===== src/rtl/alu_pkg.sv =====
// rtl/alu_pkg.sv - shared codops, FSM states and flag indices for the ALU sequencer/arbiter
package alu_pkg;

  localparam int ALU_W    = 16;
  localparam int ALU_OP_W = 4;

  localparam logic [3:0] OP_ADD  = 4'd0;
  localparam logic [3:0] OP_SUB  = 4'd1;
  localparam logic [3:0] OP_AND  = 4'd2;
  localparam logic [3:0] OP_OR   = 4'd3;
  localparam logic [3:0] OP_XOR  = 4'd4;
  localparam logic [3:0] OP_NOT  = 4'd5;
  localparam logic [3:0] OP_SHL  = 4'd6;
  localparam logic [3:0] OP_SHR  = 4'd7;
  localparam logic [3:0] OP_INC  = 4'd8;
  localparam logic [3:0] OP_ADDI = 4'd9;
  localparam logic [3:0] OP_SUBI = 4'd10;
  localparam logic [3:0] OP_IDLE = 4'd15;

  localparam logic [3:0] OP_MAX_LEGAL = 4'd10;

  localparam int FLAG_NEG  = 0;
  localparam int FLAG_ZERO = 1;
  localparam int FLAG_OVF  = 2;

  typedef enum logic [1:0] {
    ST_IDLE,
    ST_ISSUE,
    ST_CAPT,
    ST_RESP
  } state_e;

endpackage


===== src/rtl/rr_arb2.sv =====
// rtl/rr_arb2.sv - two-way round-robin grant; last pointer moves only on an accepted grant
module rr_arb2 (
  input  logic       clk,
  input  logic       rst_n,
  input  logic [1:0] req_i,
  input  logic       accept_i,
  output logic [1:0] gnt_o,
  output logic       gnt_idx_o
);

  logic last_q, last_d;

  always_comb begin
    gnt_idx_o = 1'b0;
    if (req_i == 2'b11) begin
      gnt_idx_o = ~last_q;
    end else if (req_i[1]) begin
      gnt_idx_o = 1'b1;
    end
    gnt_o = 2'b00;
    if (req_i != 2'b00) begin
      gnt_o[gnt_idx_o] = 1'b1;
    end
    last_d = accept_i ? gnt_idx_o : last_q;
  end

  // Reset to 1 so port 0 wins the first contended grant.
  always_ff @(posedge clk) begin
    if (!rst_n) begin
      last_q <= 1'b1;
    end else begin
      last_q <= last_d;
    end
  end

endmodule


===== src/rtl/alu_arbiter.sv =====
// rtl/alu_arbiter.sv - two-port sequencer in front of the shared ALU, one op in flight.
// Optional sticky overflow per port when ALU_OVF_STICKY_EN is defined.
module alu_arbiter
  import alu_pkg::*;
#(
  parameter int               W       = ALU_W,
  parameter int               OP_W    = ALU_OP_W,
  parameter logic [OP_W-1:0]  IDLE_OP = OP_IDLE,
  parameter logic [OP_W-1:0]  MAX_OP  = OP_MAX_LEGAL
) (
  input  logic              clk,
  input  logic              rst_n,
  input  logic [1:0]        req_valid,
  output logic [1:0]        req_ready,
  input  logic [2*OP_W-1:0] req_codop,
  input  logic [2*W-1:0]    req_a,
  input  logic [2*W-1:0]    req_b,
  output logic [1:0]        rsp_valid,
  input  logic [1:0]        rsp_ready,
  output logic [W-1:0]      rsp_data,
  output logic [2:0]        rsp_flags,
  output logic              rsp_illegal,
  output logic [1:0]        ovf_sticky,
  input  logic [1:0]        ovf_clr,
  output logic [OP_W-1:0]   alu_codop,
  output logic [W-1:0]      alu_a,
  output logic [W-1:0]      alu_b,
  input  logic [W-1:0]      alu_out,
  input  logic              alu_neg,
  input  logic              alu_zero,
  input  logic              alu_overflow
);

  state_e          state_q, state_d;
  logic [OP_W-1:0] codop_q, codop_d;
  logic [W-1:0]    a_q, a_d, b_q, b_d;
  logic            port_q, port_d;
  logic [W-1:0]    data_q, data_d;
  logic [2:0]      flags_q, flags_d;
  logic            illegal_q, illegal_d;
  logic [1:0]      arb_req, arb_gnt;
  logic            arb_idx, accept, rsp_hs;

  // Requests are only visible to the arbiter while idle, so req_ready is zero elsewhere.
  assign arb_req   = req_valid & {2{state_q == ST_IDLE}};
  assign req_ready = arb_gnt;
  assign accept    = |arb_gnt;

  rr_arb2 u_rr_arb2 (
    .clk       (clk),
    .rst_n     (rst_n),
    .req_i     (arb_req),
    .accept_i  (accept),
    .gnt_o     (arb_gnt),
    .gnt_idx_o (arb_idx)
  );

  always_comb begin
    state_d   = state_q;
    codop_d   = codop_q;
    a_d       = a_q;
    b_d       = b_q;
    port_d    = port_q;
    data_d    = data_q;
    flags_d   = flags_q;
    illegal_d = illegal_q;
    alu_codop = IDLE_OP;
    alu_a     = '0;
    alu_b     = '0;
    rsp_valid = 2'b00;
    rsp_hs    = 1'b0;
    unique case (state_q)
      ST_IDLE: begin
        if (accept) begin
          codop_d = arb_idx ? req_codop[2*OP_W-1:OP_W] : req_codop[OP_W-1:0];
          a_d     = arb_idx ? req_a[2*W-1:W] : req_a[W-1:0];
          b_d     = arb_idx ? req_b[2*W-1:W] : req_b[W-1:0];
          port_d  = arb_idx;
          state_d = ST_ISSUE;
        end
      end
      ST_ISSUE: begin
        alu_codop = codop_q;
        alu_a     = a_q;
        alu_b     = b_q;
        state_d   = ST_CAPT;
      end
      ST_CAPT: begin
        // Inputs stay held so the combinational overflow still belongs to this op.
        alu_codop          = codop_q;
        alu_a              = a_q;
        alu_b              = b_q;
        data_d             = alu_out;
        flags_d[FLAG_OVF]  = alu_overflow;
        flags_d[FLAG_ZERO] = alu_zero;
        flags_d[FLAG_NEG]  = alu_neg;
        illegal_d          = (codop_q > MAX_OP);
        state_d            = ST_RESP;
      end
      ST_RESP: begin
        rsp_valid[port_q] = 1'b1;
        if (rsp_ready[port_q]) begin
          rsp_hs  = 1'b1;
          state_d = ST_IDLE;
        end
      end
      default: state_d = ST_IDLE;
    endcase
  end

  always_ff @(posedge clk) begin
    if (!rst_n) begin
      state_q   <= ST_IDLE;
      codop_q   <= IDLE_OP;
      a_q       <= '0;
      b_q       <= '0;
      port_q    <= 1'b0;
      data_q    <= '0;
      flags_q   <= '0;
      illegal_q <= 1'b0;
    end else begin
      state_q   <= state_d;
      codop_q   <= codop_d;
      a_q       <= a_d;
      b_q       <= b_d;
      port_q    <= port_d;
      data_q    <= data_d;
      flags_q   <= flags_d;
      illegal_q <= illegal_d;
    end
  end

  assign rsp_data    = data_q;
  assign rsp_flags   = flags_q;
  assign rsp_illegal = illegal_q;

`ifdef ALU_OVF_STICKY_EN
  logic [1:0] sticky_q, sticky_d, sticky_set;

  // A set on the handshake edge beats a same-edge clear.
  always_comb begin
    sticky_set = 2'b00;
    if (rsp_hs && flags_q[FLAG_OVF]) begin
      sticky_set[port_q] = 1'b1;
    end
    sticky_d = (sticky_q & ~ovf_clr) | sticky_set;
  end

  always_ff @(posedge clk) begin
    if (!rst_n) begin
      sticky_q <= 2'b00;
    end else begin
      sticky_q <= sticky_d;
    end
  end

  assign ovf_sticky = sticky_q;
`else
  logic unused_ovf;
  assign unused_ovf = ^ovf_clr | rsp_hs;
  assign ovf_sticky = 2'b00;
`endif

endmodule


===== config.mk =====
export PLATFORM = sky130hd
export DESIGN_NAME = alu_arbiter
export DESIGN_NICKNAME = d
export VERILOG_FILES = /design/src/rtl/alu_pkg.sv /design/src/rtl/rr_arb2.sv /design/src/rtl/alu_arbiter.sv
export SDC_FILE = /design/constraint.sdc
export NUM_CORES = 1
export LEC_CHECK = 0
export CORE_UTILIZATION = 26
export CTS_BUF_LIST = sky130_fd_sc_hd__clkbuf_8
export CTS_CLUSTER_DIAMETER = 40
export DETAILED_ROUTE_END_ITERATION = 6
export PLACE_DENSITY_LB_ADDON = 0.08
export SETUP_SLACK_MARGIN = 0.05
export SYNTH_ARGS = -nofsm -noshare
export SYNTH_HDL_FRONTEND = slang
export SYNTH_SLANG_ARGS = --single-unit
export TNS_END_PERCENT = 100

===== constraint.sdc =====
create_clock -name clk -period 1.69 [get_ports clk]
set_input_delay 0.169 -clock clk [delete_from_list [all_inputs] [get_ports clk]]
set_output_delay 0.169 -clock clk [all_outputs]
set_load 0.1 [all_outputs]

Word level (Yosys, flattened, before mapping)
Cells that the tools add are included.
{"block": "totals", "register_bits": 60, "latchBits": 0, "ram_bits": 0, "romBits": 0, "in_bits": 99, "output_inout_bits": 62, "word_cells": 49, "n_memories": 0}
{"block": "classes", "add_sub_neg": 0, "mul": 0, "div_mod_pow": 0, "magnitude_cmp": 5, "n_eq_ne": 6, "shift": 0, "muxes": 19, "bitwise_logic": 2, "reduce_logical": 8}
{"cell": "two-way mux 16 bit", "count": 4}
{"cell": "two-way mux 2 bit", "count": 4}
{"cell": "two-way mux 4 bit", "count": 2}
{"cell": "one-hot mux 2 bit (4 select lines)", "count": 1}
{"cell": "equality test 2 bit, second input constant", "count": 3}
{"cell": "two-way mux 1 bit", "count": 6}
{"cell": "greater-than comparator 4 bit, second input constant", "count": 1}
{"cell": "less-than comparator 1 x 2 -> 1 bit, second input constant", "count": 2}
{"cell": "AND reduction 2 bit", "count": 2}
{"cell": "OR reduction 2 bit", "count": 2}
{"cell": "bitwise AND 2 bit", "count": 1}
{"cell": "demux 1 bit (select 1 bit)", "count": 2}
{"cell": "equality test 2 x 1 -> 1 bit, second input constant", "count": 1}
{"cell": ">= comparator 1 bit, second input constant", "count": 2}
{"cell": "logical AND 1 bit", "count": 2}
{"cell": "logical NOT 2 bit", "count": 1}
{"cell": "inequality test 2 x 1 -> 1 bit, second input constant", "count": 1}
{"cell": "inequality test 2 bit, second input constant", "count": 1}
{"cell": "nonzero test 2 bit", "count": 1}
{"cell": "inverter 1 bit", "count": 1}

Depth between registers and ports, before layout
Gate-level depths: netlist of the first run.
{"block": "depth", "word_depth": 12, "depth_mapped": 8, "depth_no_buf": 6}

Modules after synthesis
From an unflattened synthesis of the first run, not the netlist that was laid out.
{"block": "hier_totals", "cells_unflattened": 306, "hier_area_um2": 3019.1}
{"module": "alu_arbiter", "n_inst": 1, "cells_each": 298, "area_per_inst_um2": 2950.3, "seq_area_each_um2": 1181.1}
{"module": "rr_arb2", "n_inst": 1, "cells_each": 8, "area_per_inst_um2": 68.8, "seq_area_each_um2": 20.0}

Least setup slack after synthesis of the first run
OpenSTA, ideal clock, no wires.
{"block": "synth_path", "path_kind": "flip-flop to output port", "start": "register state_q[1]", "end": "output alu_a[10]", "arrival_ns": 1.903, "required_time_ns": 1.521, "setup_slack_ns": -0.382, "path_stages_with_launch": 6, "path_buffers": 2, "cell_sequence": "dfxtp_1 -> inv_1 -> ha_1 -> clkbuf_1 -> clkbuf_1 -> and2_1"}
{"block": "synth_via", "elab_chain_len": 3, "elab_cells_between_ends": 4, "cone_classes": "eq/ne: 2; mux: 1; reduce/logical: 1"}
{"item": "from (decl)", "line": "alu_arbiter.sv:34", "source": "state_e state_q, state_d;"}
{"item": "from (signal assigned)", "line": "alu_arbiter.sv:122", "source": "state_q <= state_d;"}
{"item": "equality test 2 bit or equality test 2 x 1 -> 1 bit (tied branches)", "line": "alu_arbiter.sv:72", "source": "unique case (state_q)"}
{"item": "OR reduction 2 bit (no source line) *"}
{"item": "two-way mux 16 bit *", "line": "alu_arbiter.sv:72"}
{"item": "to (decl)", "line": "alu_arbiter.sv:26", "source": "output logic [W-1:0] alu_a,"}
Mark *: on every way between the ends. The rest lies on a longest branch, timed or not.

Final worst setup path of the first run
{"block": "layout_path", "start": "register state_q[1]", "end": "output alu_a[12]"}
The elaborated chain is that of the path after synthesis.

==> impl.org, run 1 <==
** Outcome
- The flow ran to the end, but the final reports show violations.
- Violations in the final reports :: negative setup slack

** Yosys
- The synthesized netlist occupies a cell area of just over 3000 µm².
- In this run the biggest area consumer among cell types represents 38.9% of the synthesized area.
- Number of distinct library cells after synthesis :: 31
- After synthesis, flip-flops and latches occupy 38.9% of the total area.
- Yosys printed 0 warnings.
- Cells after synthesis :: 317
- By count the netlist is led by 60 x dfxtp_1, 34 x and2_1, 32 x a32oi_1, 32 x o2111ai_1, 30 x a21boi_1.
- Biggest area contributors in the synthesized netlist :: dfxtp_1 39%, a32oi_1 9.1%, o2111ai_1 9.1%, a21boi_1 7.3%, mux2i_1 7.1%
- Counting flops and latches in the post-synthesis netlist gives 60.
- For this run, the leading register cell type out of synthesis is dfxtp_1.
- Share of flip-flops with an asynchronous set or reset :: 0%
- In this run, synthesis inferred 0 flip-flops with an integrated enable.
- Dividing the synthesized area by the synthesized cell count gives 9.73 µm².
- dfxtp_1 is the most common cell in the netlist.
- Summed over all instances, the cell type with the most area after synthesis is dfxtp_1.

** Floorplanning
- Initial cell density of the core :: about 27%
- The core region is 11500 µm².
- The die covers between 10000 and 15000 µm².
- Measured along the x axis, the die boundary spans roughly 110 µm.
- # IOs :: between 150 and 200
- Row cnt :: 39
- From bottom edge to top edge, the die measures roughly 110 µm.

** Clocking
- Clock tree synthesis selected as its root buffer the cell clkbuf_8.
- Later-pin clock latency in the skew report :: between 0.3 and 0.4 ns
- Cts-stage hold buffer count :: 0
- Clk slew on worst S/H paths :: approximately 0.070 ns
- Cts bufs inserted :: 9
- Number of sinks handled by clock tree synthesis :: 60
- In this run the number of H-tree levels came out at 3.
- Counting along the longest clock path gives a buffer depth of 2.
- CTS tree :: built

** Final layout
- 0 antenna diodes ended up in the layout.
- Compared with the post-synthesis result, the final layout area differs by 83.4%.
- Cells fill 49.4% of the core in the end.
- Ratio of cells with drive above 1 in the final layout :: roughly a third
- Total number of nets in the final design :: between 500 and 600

** Global route
- The first global-routing pass estimated approximately 17000 µm of wire.
- Initial antenna violation count :: 0
- Vias in the first global route :: 3257
- Aggregate global routing overflow :: 0
- Global-route usage over all layers :: between 10% and 20%
- Entering global routing, the biggest net connects 34 pins.

** Place
- HPWL Detailed :: ~7100 µm
- Count of buffers from port buffering :: approximately 160
- At the end of routability-driven placement, the weighted congestion stood at 0.756.

** Worst setup path
- Along the worst path, the maximum fanout reaches 9.
- Critical path class :: reg -> out
- The worst setup path is launched from a flip-flop.
- Critical path capture point type :: output port
- Data arrival at the endpoint of the critical path :: between 1.5 and 2 ns
- Crit path required time :: approximately 1.5 ns

** Route
- Post-route antenna net violation count :: 0
- For this run, design rule violations remaining after detail routing come to 0.
- Before antenna repair, the detailed router went through 4 iterations.
- After detailed routing, the number of vias per cell comes to between 4 and 5.
- WL/cell :: about 17 µm
- Detailed Route Iter0 Violations :: ~130
- The routed layout has approximately 3000 vias.
- Final Routed Wirelength :: roughly 11000 µm

** Timing
- Clock Skew :: roughly 0.012 ns
- Number of max-slew violations in the final report :: 0
- The routed design could run at a clock period as short as 1.74 ns.
- Setup repair after global routing could not meet its margin everywhere.
- Max Fclk :: 0.574 GHz
- Setup violations remaining at the end of the flow were counted as 26.
- Final Worst Setup Slack :: -0.0510 ns
- Of the available clock period, the critical path in the final layout requires 103%.
- On the final layout, the worst hold slack is about 0.14 ns.
- Count of endpoints failing hold in the final timing report :: 0

** Pwr
- IR analysis of the VDD net gives a maximum drop of 0.00119 V.
- Static Leakage :: about 2.2 nW
- PD cells :: approximately 1800 nW/µm²
- PnR Total Power :: roughly 0.01 W

** Worst hold path
- Path category of the worst min-delay check :: in -> reg

** Run
- The tool flagged a number of max-cap violations equal to 0.
layout by cell type (no fill, tap or decap), types with 2 or more instances in the layout:
cell type	n
nor2b_1	19
mux2i_1	22
o21ai_0	5
a221o_1	4
dfxtp_1	58
clkdlybuf4s50_1	95
dfxtp_2	2
a21boi_0	3
ha_4	2
nand2_1	10
bufinv_16	3
and2_2	8
a32oi_1	32
clkbuf_8	13
conb_1	2
o2111ai_1	32
buf_12	43
inv_1	6
and2_4	26
ha_1	2
buf_4	52
a21boi_1	30
inv_2	2
report_power, final:
| group | internal [W] | leakage, nW | switching [W] |
|---|---|---|---|
| clock network | 0.00114 | 0.136 | 0.000603 |
| registers | 0.00179 | 0.493 | 0.000196 |
| logic | 0.00233 | 1.54 | 0.00392 |
flip-flops by register name, summed over array words and instances, names as in the netlist:
signal            count
rsp_illegal           1
port_q                1
rsp_flags             3
a_q                  16
b_q                  16
state_q               2
rsp_data             16
codop_q               4
u_rr_arb2.last_q      1
routing by layer:
metal,GRT usage [%],up-vias,part of all wire [%]
li1,-,1521,-
met1,22.1,1442,46
met2,28.7,111,46
met3,5.19,9,7.0
met4,6.76,0,1.3
met5,0,-,0
worst max-delay path: stages (launching register included):
cell       delay [ns]
dfxtp_2          0.34
inv_2            0.05
ha_4             0.32
clkbuf_16        0.19
and2_4           0.16
buf_12           0.16
cells by family (layout without fill, tap and decap cells):
| logic type | count (synthesis) | count (layout) | synth area share (%) |
|---|---|---|---|
| other | 1 | 2 | 0.122 |
| adder cells (fa/ha/maj) | 4 | 4 | 1.62 |
| AO/OA/AOI/OAI | 112 | 112 | 30.2 |
| flip-flops | 60 | 60 | 38.9 |
| AND/OR/NAND/NOR | 69 | 69 | 13.6 |
| multiplexers | 22 | 22 | 7.14 |
| buffers and inverters | 49 | 217 | 8.39 |
area by class of cell:
class,count,area (µm²)
inverter,9,41.3
timing repair buffer,192,2230
tap,143,179
fill,1066,5810
clock buffer,13,179
multi-input combinational,209,1730
sequential,60,1200
clock inverter,3,90.1
final timing paths:
check	startpoint	endpoint	slack, ns	cells after the start
worst max-delay path	state_q[1]	alu_a[12]	-0.05	5
worst min-delay path	rst_n	u_rr_arb2.last_q	0.14	2
worst max register to register	state_q[1]	a_q[2]	0.19	7
worst min register to register	rsp_data[13]	rsp_data[13]	0.52	2
through the flow:
step | cell area, µm² | setup TNS (ns) | setup slack, ns | std cells
after floorplan | 3160 | -2.13 | -0.199 | 318
after global placement | 5170 | 0 | 0.0598 | 597
after detailed placement | 5170 | 0 | 0.0522 | 597
after CTS | 5560 | -0.951 | -0.0518 | 624
after global routing | 5660 | -2.67 | -0.101 | 629
final | 5660 | -0.719 | -0.0510 | 629
what timing repair did:
action	CTS	global route
gates resized for setup	11	15
endpoints found under the setup margin	38	39
buffers inserted	11	4
cloned	0	1
endpoints found under the hold margin	0	0
pin swaps	2	3
(Power assumes the default switching activity.)
==> run 2: changes to the inputs <==
--- a/config.mk
+++ b/config.mk
@@ -13,5 +13,6 @@
 export SETUP_SLACK_MARGIN = 0.05
 export SYNTH_ARGS = -nofsm -noshare
 export SYNTH_HDL_FRONTEND = slang
+export SYNTH_HIERARCHICAL = 1
 export SYNTH_SLANG_ARGS = --single-unit
 export TNS_END_PERCENT = 100
==> run 2 against run 1 <==
The flow still finishes with violations (negative setup slack). Clock power fell by 27%. Clock skew fell by 0.0030 ns. Core utilization rose by 4.8 points. Largest cell class unchanged.
==> impl.org, run 2 <==
** Route
- Once detail routing completed, the nets flagged for antenna violations numbered 0.
- Routed via count divided by cell count :: approximately 4.4
- WL/cell :: 14.1 µm
- First-pass iteration count of the detailed router :: 4
- Final Routed Wirelength :: 9080 µm
- The routed layout has ~2800 vias.
- For this block, the initial DRC count from the detailed router was 55.
- In the routed design, unresolved DRC markers number 0.

** Place
- Routability congestion estimate :: a little under 0.7
- Post-place instance area :: between 5000 and 6000 µm²
- Number of instances in the placed design :: roughly 610
- In this run the tool buffered the top-level ports with between 150 and 200 buffer cells.
- HPWL Detailed :: ~6300 µm

** Final layout
- Leading cell types in the layout, fill and taps excluded :: 95 x clkdlybuf4s50_1, 58 x dfxtp_1, 52 x mux2i_1
- Most frequent standard cell in the layout excluding fill and tap cells :: clkdlybuf4s50_1
- Ratio of cells with drive above 1 in the final layout :: a little under two fifths
- Final Cell Area :: around 6000 µm²
- Total number of nets in the final design :: about 600
- Fillers :: roughly 980
- N_diodes :: 0
- Non-filler cells, final :: around 640
- Post-synthesis to final-layout area growth :: 98.8%

** Pwr
- Maximum ir drop on the vdd rail :: 0.000994 V
- In this run the power density over the cells is slightly below 2000 nW/µm².
- Summed over all cells, the static leakage comes to roughly 2.7 nW.

** Worst hold path
- The path class of the tightest hold or removal check is in -> reg.

** Clocking
- Number of sinks handled by clock tree synthesis :: 60
- Buffer levels on the longest clock path :: 2
- In this run the number of H-tree levels came out at 3.
- Cts bufs inserted :: 9
- The root buffer cell chosen for the clock tree is clkbuf_8.
- Clk slew on worst S/H paths :: roughly 0.07 ns
- Later-pin clock latency in the skew report :: ~0.34 ns
- In this run, post-CTS hold repair placed 0 buffers.
- TritonCTS built the clock tree.

** Worst setup path
- Worst path most repeated cell :: buf_6
- The slowest stage of the critical path is the dfxtp_2 cell.
- On the worst path, the slowest cell contributes a delay of approximately 0.33 ns.
- The critical path in this run is classified as reg -> out.
- Traced cell by cell, the critical path runs through inv_2 -> ha_4 -> and2_4 -> buf_6 -> a21boi_4 -> buf_6 -> buf_6 -> buf_6 -> buf_12.
- Data arrives at the worst endpoint at 1.76 ns.
- Maximum net fanout on the critical path :: 4
- STA classifies the critical path endpoint as an output port.
- Top Family by Delay on Critical Path :: buffers and inverters
- Buffering stage count on the worst path with inverters included :: 6
- Crit path required time :: 1.52 ns
- The worst setup path is launched from a flip-flop.

** Global route
- Global routing consumed, over all layers together, between 15 and 20% of the routing resources.
- First-pass GRT wire length :: between 10000 and 15000 µm
- Largest net degree at the start of global routing :: 28
- Vias in the first global route :: a little under 3000
- The number of antenna violations at the first check in global routing came to 0.
- Aggregate global routing overflow :: 0

** Run
- The tool flagged a number of max-cap violations equal to 0.

** Yosys
- The share of synthesized area in the top cell type comes to between 30% and 40%.
- Of the synthesized area, sequential elements account for approximately two fifths.
- By instance count, the leading cell after synthesis is dfxtp_1.
- The synthesized netlist devotes 18.0% of its cell area to simple gates.
- Synthesis-stage register bit count :: 60
- Summing the areas of all compound-gate instances in the mapped netlist gives approximately 14% of the synthesized area.
- Syn_area_per_cell :: 9.87 µm²
- Measured against the total synthesized area, the mux share comes to ~19%.
- Primary flip-flop cell chosen by synthesis mapping :: dfxtp_1
- Area share of xor/xnor cells in the synthesized design :: 0%
- In the post-synthesis netlist, the biggest area contributors are dfxtp_1 40%, mux2i_1 19%, o211a_1 11%, and2_1 7.5%, nand2_1 5.2%.
- Counting distinct cell types in the post-synthesis netlist gives 25.
- Cells after synthesis :: between 300 and 400
- Adder and majority gate portion of the synthesized area :: around 1.7%
- Number of enable flip-flop cells after synthesis :: 0
- The synthesized netlist occupies a cell area of 3020 µm².
- After synthesis, the largest family of logic cells by area is multiplexers.
- The Yosys step of the flow raised 6 warnings.
- Share of flip-flops with an asynchronous set or reset :: 0%
- Library cell with the largest summed area after synthesis :: dfxtp_1
- The commonest cells after synthesis are 60 x dfxtp_1, 58 x mux2i_1, 42 x nand2_1, 36 x and2_1, 32 x o211a_1.

** Timing
- Count of endpoints failing hold in the final timing report :: 0
- Across all setup checks in the final design, the least slack found is -0.238 ns.
- Max Fclk :: 0.519 GHz
- Setup violations remaining at the end of the flow were counted as 78.
- Clock Skew :: roughly 0.0086 ns
- Final clock period utilization by the worst path :: 114%
- Total Negative Setup Slacks :: -11.08 ns
- Number of max-slew violations in the final report :: 0
- Setup repair after global routing could not meet its margin everywhere.
- The smallest clock period supported by the final layout is computed as around 1.9 ns.

** Floorplanning
- Once the floorplan was initialized, standard cells occupied between 20 and 30% of the core.
- # IOs :: approximately 160
- Row cnt :: 38
- The die covers 12000 µm².
- Chip width :: ~110 µm
- The region available for standard cell placement spans about 11000 µm².
- The floorplan step set the die height to 110 µm.

** Outcome
- The checks that failed: negative setup slack.
- Outcome :: finished, violations left
-- run 2: worst register-to-register path, cell delays in order (launching register included) --
cell	delay [ns]
dfxtp_2	0.32
inv_2	0.07
ha_4	0.16
and2_4	0.15
buf_6	0.09
a21boi_4	0.23
buf_6	0.15
buf_12	0.11
buf_16	0.11
mux2i_1	0.19
nand2_1	0.07
o211a_1	0.11
-- run 2: what timing repair did --
action	CTS	global route
cloned	5	2
setup endpoints to repair	78	78
hold endpoints to repair	0	0
resized for setup	30	18
buffers inserted	10	7
pin swaps	16	18
-- run 2: power by group --
group / internal, W / switching, W
combinational: 0.00358 / 0.00443
sequential: 0.00198 / 0.000308
clock: 0.000675 / 0.000597
total: 0.00624 / 0.00534
-- run 2: final timing paths --
check	from	end	slack, ns	cells past startpoint
setup / recovery	state_q[1]	req_ready[0]	-0.24	9
setup reg to reg	state_q[1]	b_q[9]	-0.19	11
hold / removal	rst_n	codop_q[3]	0.27	2
hold reg to reg	b_q[6]	b_q[6]	0.50	1
-- run 2: cell type report --
| class | instances | area (µm²) | area share, % |
|---|---|---|---|
| Multi-Input combinational cell | 215 | 1840 | 30.7 |
| Clock buffer | 9 | 124 | 2.06 |
| Timing Repair Buffer | 207 | 2570 | 42.8 |
| Clock inverter | 7 | 68.8 | 1.15 |
| Tap cell | 140 | 175 | 2.92 |
| Inverter | 6 | 22.5 | 0.375 |
| Sequential cell | 60 | 1200 | 20.1 |
-- run 2: metal layers --
metal	vias up	global-route usage [%]	wire, µm
li1	1428	-	-
met1	1304	17.9	3780
met2	90	26.6	4600
met3	5	5.28	629
met4	0	5.14	69
met5	-	0	0
-- run 2: logic make-up (layout without fill, tap and decap cells) --
logic type      Yosys count  in the layout
buf+inv                  32            229
other cells               1              2
mux                      58             58
fa+ha+maj                 4              4
simple gates            104            104
flops                    60             60
compound gates           47             47
-- run 2: through the flow --
step | total power (W) | util (%) | worst slack, ns | hold WS, ns
floorplan | 0.00700 | - | -0.435 | 0.308
finish | 0.0116 | 54.2 | -0.238 | 0.273
detailed placement | 0.00937 | 48.3 | -0.144 | 0.480
global route | 0.0122 | 54.2 | -0.296 | 0.304
CTS | 0.0114 | 52.9 | -0.238 | 0.279
global placement | 0.00931 | 48.3 | -0.121 | 0.475
==> run 3: changes to the inputs <==
--- a/config.mk
+++ b/config.mk
@@ -8,6 +8,7 @@
 export CORE_UTILIZATION = 26
 export CTS_BUF_LIST = sky130_fd_sc_hd__clkbuf_8
 export CTS_CLUSTER_DIAMETER = 40
+export CTS_CLUSTER_SIZE = 40
 export DETAILED_ROUTE_END_ITERATION = 6
 export PLACE_DENSITY_LB_ADDON = 0.08
 export SETUP_SLACK_MARGIN = 0.05
==> results of run 3 <==
The final DEF is identical to that of run 2; final timing and power are the same.
